**src/rtl/seven_segmentos.sv**
```systemverilog
// Registered hex-to-seven-segment decoder for one display digit.
// Segment order in every 7-bit vector is {g, f, e, d, c, b, a}.
// ACTIVE_LOW selects common-anode (lit = 0) or common-cathode (lit = 1) drive.
module seven_segmentos #(
  parameter bit ACTIVE_LOW = 1'b1
) (
  input  logic       clk,
  input  logic       rst_n,
  input  logic [3:0] data,
  output logic [6:0] display
);

  // All segments off, in the selected polarity.
  localparam logic [6:0] Blank = ACTIVE_LOW ? 7'b1111111 : 7'b0000000;

  logic [6:0] mask;       // lit-segment mask, active-high
  logic       known;      // data carries no X/Z bits
  logic [6:0] display_d;
  logic [6:0] display_q;

  // Nibble to lit-segment lookup. Case items only match fully known values,
  // so an X/Z nibble falls through to the default and lights nothing.
  always_comb begin
    mask  = 7'h00;
    known = 1'b1;
    case (data)
      4'h0:    mask = 7'h3F;
      4'h1:    mask = 7'h06;
      4'h2:    mask = 7'h5B;
      4'h3:    mask = 7'h4F;
      4'h4:    mask = 7'h66;
      4'h5:    mask = 7'h6D;
      4'h6:    mask = 7'h7D;
      4'h7:    mask = 7'h07;
      4'h8:    mask = 7'h7F;
      4'h9:    mask = 7'h6F;
      4'hA:    mask = 7'h77;  // uppercase A
      4'hB:    mask = 7'h7C;  // lowercase b
      4'hC:    mask = 7'h39;  // uppercase C
      4'hD:    mask = 7'h5E;  // lowercase d
      4'hE:    mask = 7'h79;  // uppercase E
      4'hF:    mask = 7'h71;  // uppercase F
      default: known = 1'b0;  // only reachable with X/Z on data
    endcase
  end

  // Apply segment polarity; an unknown nibble shows the blank pattern.
  always_comb begin
    display_d = Blank;
    if (known) begin
      display_d = ACTIVE_LOW ? ~mask : mask;
    end
  end

  // Output register with synchronous active-low reset to blank.
  always_ff @(posedge clk) begin
    if (!rst_n) begin
      display_q <= Blank;
    end else begin
      display_q <= display_d;
    end
  end

  assign display = display_q;

endmodule

```
**config.mk**
```make
export PLATFORM = sky130hd
export DESIGN_NAME = seven_segmentos
export DESIGN_NICKNAME = d
export VERILOG_FILES = /design/src/rtl/seven_segmentos.sv
export SDC_FILE = /design/constraint.sdc
export NUM_CORES = 1
export LEC_CHECK = 0
export ABC_CLOCK_PERIOD_IN_PS = 1300
export CAP_MARGIN = 40
export CORE_AREA = 2 2 39 41
export CTS_CLUSTER_DIAMETER = 30
export DETAILED_ROUTE_END_ITERATION = 12
export DIE_AREA = 0 0 41 43
export GPL_ROUTABILITY_DRIVEN = 0
export PLACE_DENSITY_LB_ADDON = 0.1
export SETUP_SLACK_MARGIN = 0.02
export SYNTH_ARGS = -nofsm -noshare
export SYNTH_HDL_FRONTEND = slang
export SYNTH_SLANG_ARGS = --single-unit
```
**constraint.sdc**
```tcl
create_clock -name clk -period 1.3 [get_ports clk]
set_clock_uncertainty 0.05 [all_clocks]
set_input_delay 0.13 -clock clk [delete_from_list [all_inputs] [get_ports clk]]
set_output_delay 0.13 -clock clk [all_outputs]
set_load 0.03 [all_outputs]
```
**Word-level counts from Yosys, hierarchy flattened**

Memory sizes are Yosys's and may differ from the RTL's.
Cells that the tools add are included.

- Register bits: 7
- Memory bits (read-only): 112
- Word-level logic and storage cells: 3
- Memories: 1

- Bitwise operators: 1

Memories:

| name | depth | width | rd ports | clocked after Yosys merged registers in | write ports | line | RTL |
|---|---|---|---|---|---|---|---|
| (name not given) | 16 | 7 | 1 | 0 | 0 | 26 | `case (data)` |

Operators by type and width:

| kind | number |
|---|---|
| inverter 7 bit | 1 |

**Depth between registers and ports, before layout**

An unclocked memory read counts as a cell.

- Depth after elaboration: 2
- Depth in mapped cells: 5
- Depth with buffers taken out: 5

**Least setup slack after synthesis**

OpenSTA, ideal clock, no wires.

- Kind: input -> register
- Start point: in data[0]
- End point: reg display_q[6], in the netlist display[6]
- Setup time: 0.122 ns
- Arrival: 0.952 ns
- Required time: 1.128 ns
- Setup slack: 0.176 ns
- Stages: 4
- Path buffers: 0
- Path through: inv_1 ha_1 mux2_1 a221o_1

- Word-level cells in the longest chain between the ends: 2

Ends and longest elaborated chain:

| item | line | RTL |
|---|---|---|
| start, declared | 9 | `input logic [3:0] data,` |
| memory (16 x 7 bit) | n/a |  |
| inverter 7 bit | 51 | `display_d = ACTIVE_LOW ? ~mask : mask;` |
| end signal, assigned | 58 | `display_q <= Blank;` |
| end signal, assigned | 60 | `display_q <= display_d;` |
| end, declared | 19 | `logic [6:0] display_q;` |

Every way passes these cells.
A chain may end at the register's enable or synchronous reset.

**Worst setup path after layout**

Ends and elaborated chain as after synthesis.

==> impl_summary.txt <==
----------------------------------------------------
[Status]
  Run status ... finished clean

[Routing]
  Total routed wirelength ... between 800 and 900 um
  Drt initial violations ... 16
  Total iterations of the first detailed-routing run ... 4
  Total number of vias ... between 300 and 400
  Number of nets with antenna violations after routing ... 0
  Routed vias/inst ... 4.60
  Routed len/inst ... between 10 and 15 um
  DRC violation count after routing ... 0

[Critical path]
  Launching instance or port of the critical path ... data[0]
  Critical path buffers and inverters ... 2
  Family with the most delay on the worst path ... buffers and inverters
  Critical path class ... primary input to flip-flop
  Data arrival, critical path ... approximately 1300 ps
  CP endpoint kind ... flip-flop
  Delay of the slowest cell on the worst path ... 290 ps
  Depth of the critical timing path with buffers and inverters included ... 5
  Critical Path, Cell by Cell ... dlygate4sd2_1, inv_1, ha_1, mux2_1, a221o_1
  Maximum fanout encountered on the critical timing path ... 4
  Slowest cell on the critical path ... sky130_fd_sc_hd__mux2_1
  Critical path capture point ... display[6]$_SDFF_PN1_
  Element type at the critical path start ... primary input
  CP Data Required Time ... 1380 ps

[Power and ir drop]
  Leak pwr ... about 0.31 nW
  Power density over cell area ... 927 mW/mm2
  Worst IR drop on VDD ... between 0.2 and 0.3 mV

[STA]
  Minimum clock period ... 1210 ps
  FMAX ... 826 MHz
  Final Hold Vio Count ... 0
  Normalized max-slew margin ... 0.799
  Worst Slack Setup Final ... around 90 ps
  Final sum of negative setup slack ... 0 ps
  Number of slew-limit violations in the final report ... 0
  Actual transition at the worst max-transition pin ... about 300 ps
  Unrepaired setup endpoints after global routing ... false
  Post-route fraction of the period consumed by the critical path ... 0.931
  # setup viols final ... 0

[Synthesis]
  Cell area after technology mapping ... 402 um2
  Unique masters post-synth ... 21
  Number of synthesized register bits ... 7
  Top cell type by total area after synthesis ... sky130_fd_sc_hd__dfxtp_1
  Synth top area share ... 0.349
  Ys Warns ... 0
  Seq/Total Area, Yosys ... 0.349
  Most area-consuming cells after synthesis ... sky130_fd_sc_hd__dfxtp_1 (35%), sky130_fd_sc_hd__ha_1 (19%), sky130_fd_sc_hd__o211ai_1 (7.5%)
  Average cell area after synthesis ... 9.80 um2
  Post-Syn Nets ... 53
  Synthesized netlist cell count ... 41

[Worst hold path]
  Class of the worst hold path ... primary input to flip-flop

[Placed design]
  Area after DPL ... between 600 and 700 um2
  Pre-CTS worst setup slack ... -441 ps
  Number of I/O port buffers ... 12
  HPWL after detailed placement ... 750 um

[Global routing]
  Largest net degree at the start of global routing ... 7
  Initial antenna violation count ... 0
  Via count of the first global-routing pass ... 351
  Wire length of the first global-routing pass ... about 1300 um
  GRT Residual Overflow ... 0
  GRT Overall Usage ... 0.114

[Clock tree]
  Clock H-tree levels ... 1
  Resize count post-CTS ... 9
  Cell at the root of the clock tree ... sky130_fd_sc_hd__clkbuf_4
  Clock sink count ... 7
  Number of buffers on the longest clock path ... 2
  Buffers inserted during post-CTS setup optimization ... 0
  Hold buffer count at cts ... 0
  TritonCTS Buffers ... 3
  Clock transition at the register clock pins on the worst setup and hold paths after CTS ... 50 ps
  Clock tree from TritonCTS ... done

[Die]
  Die X ... 41 um
  I/O pin count ... 13
  Starting density of the core ... 0.290
  Standard cell core area ... 0.00138 mm2
  Die Y-Extent ... 43 um
  Die area ... roughly 0.0018 mm2
  # rows ... 14

[Layout]
  Area Overhead vs Synth ... 58.9%
  Share of final-layout standard cells stronger than drive strength 1 ... 0.235
  Largest register FFs ... 7
  FILL cells ... 143
  Ant diodes ... 0
  Fin nets ... 81
  Final design area excluding fillers ... 638 um2

[Run]
  Maximum capacitance violations ... 0

----------------------------------------------------
-- cell type report --
type / count / area (um2) / area share
clock buffers: 4 / 26.3 / 0.0412
inverters: 4 / 15.0 / 0.0235
multi-input cells: 29 / 235 / 0.369
flip-flops and latches: 7 / 140 / 0.220
well taps: 16 / 20.0 / 0.0314
repair buffers: 24 / 201 / 0.316
-- cells in the mapped netlist --
master / count
sky130_fd_sc_hd__o211ai_1: 4
sky130_fd_sc_hd__dfxtp_1: 7
sky130_fd_sc_hd__nor3_1: 1
sky130_fd_sc_hd__a311o_1: 1
sky130_fd_sc_hd__ha_1: 6
sky130_fd_sc_hd__nand3_1: 2
sky130_fd_sc_hd__a211oi_1: 1
sky130_fd_sc_hd__mux2i_1: 2
sky130_fd_sc_hd__a221o_1: 1
sky130_fd_sc_hd__buf_6: 1
sky130_fd_sc_hd__or2b_1: 2
sky130_fd_sc_hd__o21ai_0: 1
sky130_fd_sc_hd__inv_1: 3
sky130_fd_sc_hd__nor2_1: 2
sky130_fd_sc_hd__o21ai_1: 1
sky130_fd_sc_hd__nand2b_1: 1
sky130_fd_sc_hd__a31oi_1: 1
sky130_fd_sc_hd__mux2_1: 1
sky130_fd_sc_hd__a21boi_0: 1
sky130_fd_sc_hd__inv_2: 1
sky130_fd_sc_hd__nand2_1: 1
-- where the power goes --
group,switching [mW],leakage [nW],total (mW),internal [mW]
Sequential,0.00325,0.0589,0.236,0.233
Clock,0.0711,0.0150,0.188,0.117
Combinational,0.0915,0.240,0.168,0.0763
Total,0.166,0.314,0.592,0.426
-- metal layers --
layer,track usage,share of wire,vias up
met1,0.122,0.39,172
met5,0,0,-
li1,-,-,200
met3,0.0157,0.071,0
met2,0.181,0.54,14
met4,0.100,0,0
-- through the flow --
stage | cells | power [mW] | hold slack, ps | utilization
after floorplan | 41 | 0.332 | 152 | -
after global placement | 80 | 0.422 | 739 | 0.448
after detailed placement | 80 | 0.425 | 749 | 0.448
after CTS | 84 | 0.605 | 273 | 0.459
after global routing | 84 | 0.619 | 317 | 0.461
final | 84 | 0.592 | 277 | 0.461
-- cell families (layout without fill, tap and decap cells) --
family / count (synthesis) / count (layout) / synth area share
AO/OA/AOI/OAI: 11 / 11 / 0.202
adder cells (fa/ha/maj): 6 / 6 / 0.187
buffers and inverters: 5 / 32 / 0.0654
flip-flops: 7 / 7 / 0.349
multiplexers: 3 / 3 / 0.0779
AND/OR/NAND/NOR: 9 / 9 / 0.118
-- cell usage in the layout, fill, tap and decap left out --
cell and count:
sky130_fd_sc_hd__or2b_1 2, sky130_fd_sc_hd__mux2_1 1, sky130_fd_sc_hd__a221o_1 1, sky130_fd_sc_hd__nor3_1 1
sky130_fd_sc_hd__dlygate4sd2_1 9, sky130_fd_sc_hd__o21ai_0 1, sky130_fd_sc_hd__o21ai_1 1, sky130_fd_sc_hd__a31oi_1 1
sky130_fd_sc_hd__clkbuf_1 1, sky130_fd_sc_hd__nor2_1 2, sky130_fd_sc_hd__nand2_1 1, sky130_fd_sc_hd__a21boi_0 1
sky130_fd_sc_hd__a311o_1 1, sky130_fd_sc_hd__nand3_1 2, sky130_fd_sc_hd__inv_1 3, sky130_fd_sc_hd__clkbuf_4 3
sky130_fd_sc_hd__nand2b_1 1, sky130_fd_sc_hd__mux2i_1 2, sky130_fd_sc_hd__o211ai_1 4, sky130_fd_sc_hd__ha_1 6
sky130_fd_sc_hd__a211oi_1 1, sky130_fd_sc_hd__buf_4 12, sky130_fd_sc_hd__dfxtp_1 7, sky130_fd_sc_hd__inv_2 1
sky130_fd_sc_hd__dlymetal6s2s_1 1, sky130_fd_sc_hd__clkdlybuf4s50_1 2
-- worst min-delay path by stage --
stage | start | to | slack (ps) | cells after the start
floorplan | rst_n | display[0]$_SDFF_PN1_ | 150 | 1
global placement | rst_n | display[0]$_SDFF_PN1_ | 740 | 3
detailed placement | rst_n | display[0]$_SDFF_PN1_ | 750 | 3
CTS | data[0] | display[1]$_SDFF_PN1_ | 270 | 3
global route | data[0] | display[1]$_SDFF_PN1_ | 320 | 3
finish | data[0] | display[1]$_SDFF_PN1_ | 280 | 3
Power figures use the tool's default switching activity.
